## src/rtl/mem_arb_pkg.sv

```systemverilog
// Shared types for the memory-port arbiter: FSM states and requester identity.
package mem_arb_pkg;

    typedef enum logic [1:0] {
        IDLE,
        BUSY,
        RESP
    } state_e;

    typedef enum logic {
        SRC_IC,
        SRC_DC
    } src_e;

endpackage

```

## src/rtl/mem_port_arbiter.sv

```systemverilog
// Shares one backing-memory word port between icache refills and the dcache MSHR,
// one transaction at a time, round-robin with an MSHR-full override and a watchdog.
//
// state | meaning
// IDLE  | evaluate requests, grant at most one, latch its payload
// BUSY  | mem_req held until mem_ack or watchdog expiry
// RESP  | one-cycle done pulse to the owning requester, update fairness
module mem_port_arbiter
    import mem_arb_pkg::*;
#(
    parameter int ADDR_W  = 32,
    parameter int DATA_W  = 32,
    parameter int TIMEOUT = 255
) (
    input  logic              clk,
    input  logic              rst,
    input  logic              ic_valid,
    input  logic [ADDR_W-1:0] ic_addr,
    output logic              ic_gnt,
    output logic              ic_done,
    input  logic              dc_valid,
    input  logic              dc_we,
    input  logic [ADDR_W-1:0] dc_addr,
    input  logic [DATA_W-1:0] dc_wdata,
    input  logic              dc_urgent,
    output logic              dc_gnt,
    output logic              dc_done,
    output logic [DATA_W-1:0] rdata,
    output logic              mem_req,
    output logic              mem_we,
    output logic [ADDR_W-1:0] mem_addr,
    output logic [DATA_W-1:0] mem_wdata,
    input  logic              mem_ack,
    input  logic [DATA_W-1:0] mem_rdata,
    output logic              timeout_err
);

    localparam int CNT_W = $clog2(TIMEOUT + 1);
    // Counter holds completed BUSY cycles, so this value marks the last allowed one.
    localparam logic [CNT_W-1:0] CNT_LAST = CNT_W'(TIMEOUT - 1);

    state_e            state;
    state_e            state_nxt;
    src_e              last_grant;
    src_e              src_q;
    logic [ADDR_W-1:0] addr_q;
    logic [DATA_W-1:0] wdata_q;
    logic              we_q;
    logic [DATA_W-1:0] rdata_q;
    logic [CNT_W-1:0]  cnt;
    logic              err_q;
    logic              dc_wins;
    logic              expired;

    assign expired = (cnt == CNT_LAST);

    always_ff @(posedge clk or posedge rst) begin
        if (rst) begin
            state <= IDLE;
        end else begin
            state <= state_nxt;
        end
    end

    always_comb begin
        state_nxt = state;
        ic_gnt    = 1'b0;
        dc_gnt    = 1'b0;
        dc_wins   = 1'b0;
        case (state)
            IDLE: begin
                if (ic_valid && dc_valid) begin
                    dc_wins = dc_urgent || (last_grant == SRC_IC);
                end else begin
                    dc_wins = dc_valid;
                end
                dc_gnt = dc_valid && dc_wins;
                ic_gnt = ic_valid && !dc_wins;
                if (ic_gnt || dc_gnt) begin
                    state_nxt = BUSY;
                end
            end
            BUSY: begin
                if (mem_ack || expired) begin
                    state_nxt = RESP;
                end
            end
            RESP:    state_nxt = IDLE;
            default: state_nxt = IDLE;
        endcase
    end

    always_ff @(posedge clk or posedge rst) begin
        if (rst) begin
            last_grant <= SRC_DC;
            src_q      <= SRC_IC;
            addr_q     <= '0;
            wdata_q    <= '0;
            we_q       <= 1'b0;
            rdata_q    <= '0;
            cnt        <= '0;
            err_q      <= 1'b0;
        end else begin
            case (state)
                IDLE: begin
                    if (dc_gnt) begin
                        src_q   <= SRC_DC;
                        addr_q  <= dc_addr;
                        wdata_q <= dc_we ? dc_wdata : '0;
                        we_q    <= dc_we;
                    end else if (ic_gnt) begin
                        src_q   <= SRC_IC;
                        addr_q  <= ic_addr;
                        wdata_q <= '0;
                        we_q    <= 1'b0;
                    end
                end
                BUSY: begin
                    cnt <= cnt + CNT_W'(1);
                    // An ack on the final watchdog cycle is still a normal completion.
                    if (mem_ack) begin
                        rdata_q <= we_q ? '0 : mem_rdata;
                    end else if (expired) begin
                        rdata_q <= '0;
                        err_q   <= 1'b1;
                    end
                end
                RESP: begin
                    last_grant <= src_q;
                    cnt        <= '0;
                end
                default: ;
            endcase
        end
    end

    assign mem_req     = (state == BUSY);
    assign mem_we      = mem_req && we_q;
    assign mem_addr    = addr_q;
    assign mem_wdata   = wdata_q;
    assign rdata       = rdata_q;
    assign ic_done     = (state == RESP) && (src_q == SRC_IC);
    assign dc_done     = (state == RESP) && (src_q == SRC_DC);
    assign timeout_err = err_q;

endmodule
```

## config.mk

```make
export PLATFORM = sky130hd
export DESIGN_NAME = mem_port_arbiter
export DESIGN_NICKNAME = d
export VERILOG_FILES = /design/src/rtl/mem_arb_pkg.sv /design/src/rtl/mem_port_arbiter.sv
export SDC_FILE = /design/constraint.sdc
export NUM_CORES = 1
export LEC_CHECK = 0
export ABC_CLOCK_PERIOD_IN_PS = 4300
export CAP_MARGIN = 0
export CORE_UTILIZATION = 42
export CTS_CLUSTER_SIZE = 28
export DETAILED_ROUTE_END_ITERATION = 8
export PLACE_DENSITY = 0.82
export SYNTH_ARGS = -nofsm -noshare
export SYNTH_HDL_FRONTEND = slang
export SYNTH_SLANG_ARGS = --single-unit
export TNS_END_PERCENT = 20
```

## constraint.sdc

```tcl
create_clock -name clk -period 4.3 [get_ports clk]
set_input_delay 0.645 -clock clk [delete_from_list [all_inputs] [get_ports clk]]
set_output_delay 0.645 -clock clk [all_outputs]
set_load 0.01 [all_outputs]
```

==> run_results.csv <==
group,metric,value,unit
setup_path,rrSetupSlack,1620,ps
clocking,cts_max_path_buffers,2,
power_and_ir_drop,internal_power,3.35,mW
timing,fin_ws,1150,ps
clocking,path_clk_slew,70,ps
cells_and_area,drive_above_1_share,0.0424,
timing,hold_ws,465,ps
min_path,min_to,"timeout_err$_DFFE_PP0P_",
timing,fin_crit,3150,ps
clocking,clkLatencyLatePin,350,ps
setup_path,timing.rr.start,"state[0]$_DFFE_PP0P_",
grt,antenna_found_initial,0,
timing,slew_headroom,0.172,
timing,setup_viol,0,
power_and_ir_drop,peakVddDrop,0.423,mV
cells_and_area,multi_input_area,2140,sq um
cells_and_area,area_growth,52.8,%
setup_path,crit_chain,"inv_1 > ha_1 > nand2_1 > nor2_1 > clkdlybuf4s50_1",
synthesis,netlist_area,5120,sq um
setup_path,cp-start-kind,"flop",
floorplan,io-pin-count,238,
placed_design,dp_slack,1230,ps
setup_path,crit_path_max_fanout,23,
floorplan,rows,39,
grt,grt.met3_usage,0.0718,
clocking,ctsResizeCount,0,
grt,met1_usage,0.303,
power_and_ir_drop,seqPwrFrac,0.346,
synthesis,async_flop_share,1.00,
clocking,root_buffer,"clkbuf_16",
timing,tns,0,ps
setup_path,cp-end-kind,"primary output",
floorplan,start_util,0.439,
power_and_ir_drop,comb_power_share,0.507,
synthesis,yosysSeqAreaShare,0.538,
route,drc,0,
synthesis,synth_nets,654,
grt,busiest_layer,"met2",
cells_and_area,regArea,2750,sq um
setup_path,cp_slowest_cell,"ha_1",
route,ant_nets,0,
timing,timing.final.crit_share,0.732,
power_and_ir_drop,p_leak,3.27,nW
clocking,cts_buffers,9,
synthesis,ys_ff_latch,110,
min_path,min-delay-start,"timeout_err$_DFFE_PP0P_",
power_and_ir_drop,powerDensity,686,nW/um^2
clocking,htreeDepth,3,
synthesis,synth-edff-count,0,
floorplan,die_w,112,um
route,drtIter0Drc,402,
min_path,hp-class,"reg -> reg",
clocking,cts_tree,"yes",
grt,grt_pass1_vias,4997,
power_and_ir_drop,pwr-share-clk,0.146,
placed_design,dp_hpwl,11100,um
power_and_ir_drop,switching_power,2.02,mW
timing,skew,4.97,ps
setup_path,r2r_end,"mem_addr[17]$_DFFE_PP0P_",
grt,grt_pass1_wl,25300,um
outcome,status,"finished clean",
cells_and_area,postLayoutCoreUtil,0.671,
route,first_pass_iters,5,
power_and_ir_drop,swShare,0.376,
route,post_drt_wl_per_cell,18.1,um
timing,maxSlewViolCount,0,
setup_path,critical_path_required,3650,ps
placed_design,gp_congestion,0.868,
timing,rsz0062_at_grt,"no",
route,dr_total_vias,4920,
synthesis,avgSynthCellArea,9.96,sq um
floorplan,core,11700,sq um
timing,fmax,318,MHz
clocking,cts_sinks,110,
clocking,post_cts_buffers,0,
grt,overflow,0,
setup_path,critical_path_buf_inv_count,2,
grt,grt_use_met2,0.451,
timing,hold_viol,0,
floorplan,die_area,12600,sq um
setup_path,cp_top_family,"buffers and inverters",
cells_and_area,fillers,899,
synthesis,yosysUniqueCellTypes,42,
cells_and_area,antenna_cells,0,
setup_path,reg2regPathDepth,5,
synthesis,yosys_most_used_dff,"dfrtp_1",
route,routed_wl,15900,um
flow_run,maxCapViolCount,0,
setup_path,critPathMaxStageDelay,720,ps
grt,grt_usage,0.256,
synthesis,yosys_warnings,0,
floorplan,die_y,112,um
setup_path,worst_ep_arrival_time,2500,ps
timing,worst_pin_slew,1240,ps
min_path,hold_depth,1,
synthesis,synth_cells,514,
grt,grt_max_degree,65,
route,via_per_inst,5.63,
clocking,cts_hold_buf,0,
setup_path,path_class,"reg -> out",
setup_path,cp.depth,5,
cells_and_area,finalNetCount,866,
placed_design,portBuffers,237,
[sequential cells by signal, summed over array words and instances, names as in the netlist]
register / count
mem_addr: 32
mem_wdata: 32
rdata: 32
cnt: 8
state: 2
last_grant: 1
src_q: 1
timeout_err: 1
we_q: 1
[Yosys cell counts (4+ instances only)]
cell	count	share of area
nand2_1	101	0.074
a21o_1	4	0.0059
ha_1	5	0.012
o21ai_0	38	0.037
nor2_1	4	0.0029
and2_1	5	0.0061
o211ai_1	33	0.048
inv_1	8	0.0059
dfrtp_1	109	0.53
nor2b_1	34	0.042
a22oi_1	31	0.045
nand4_1	33	0.040
a22o_1	32	0.055
buf_2	15	0.015
clkbuf_1	25	0.018
[cell usage in the layout (no fill, tap or decap), types with 2 or more instances in the layout]
cell and n:
clkdlybuf4s50_1 237, dfrtp_1 109, nand2_1 101, o21ai_0 37, nor2b_1 34, o211ai_1 33, nand4_1 33, a22o_1 32
a22oi_1 31, buf_4 10, clkbuf_16 9, inv_1 7, and2_1 5, ha_1 5, nor2_1 4, a21o_1 4
nand2b_1 3, mux2i_1 3, nand3_1 3, clkinv_2 3, o2bb2ai_1 2, inv_6 2
[worst max-delay path by stage]
stage,startpoint,endpoint
2_1_floorplan,rst,cnt[0]$_DFFE_PP0P_
3_3_place_gp,ic_valid,dc_gnt
3_5_place_dp,ic_valid,dc_gnt
4_1_cts,state[0]$_DFFE_PP0P_,ic_gnt
5_1_grt,state[0]$_DFFE_PP0P_,ic_gnt
6_report,state[0]$_DFFE_PP0P_,ic_gnt
[power by group through the flow]
stage	clock [mW]	sequential, mW	combinational [mW]
final	0.785	1.86	2.72
after global routing	0.843	1.92	2.94
after CTS	0.806	1.86	2.74
after detailed placement	0	1.86	2.73
after global placement	0	1.83	2.64
after floorplan	0	2.03	1.20
[layout make-up]
| class | count | share of cell area |
|---|---|---|
| tap | 143 | 0.0229 |
| multi-input combinational | 350 | 0.273 |
| inverter | 8 | 0.00416 |
| sequential | 110 | 0.352 |
| timing repair buffer | 247 | 0.313 |
| clock inverter | 7 | 0.00624 |
| clock buffer | 9 | 0.0288 |
[worst register-to-register path, stage by stage, from the launching register on]
cell      delay (ps)
dfrtp_1          390
inv_1            120
ha_1             720
o21a_1           970
nand2_1          130
o211ai_1         250
[routing by layer]
metal	vias to the layer above	share of wire
met3	23	0.069
met2	198	0.51
met4	0	0.020
met1	2424	0.40
li1	2275	-
met5	-	0
[stage by stage]
step	total power, mW	area (sq um)	std cells
final	5.37	7820	874
after global routing	5.71	7820	874
after CTS	5.40	7820	874
after global placement	4.48	7550	858
after floorplan	3.22	5120	514
after detailed placement	4.60	7550	858
[kinds of logic (layout without fill, tap and decap cells)]
logic type	count (synthesis)	after routing	share of synthesized area
compound gates	150	150	0.211
buf+inv	54	271	0.0469
fa+ha+maj	5	5	0.0122
mux	3	3	0.00587
simple gates	192	192	0.186
flops	110	110	0.538
Note: power is estimated with default switching activity, not from simulation.
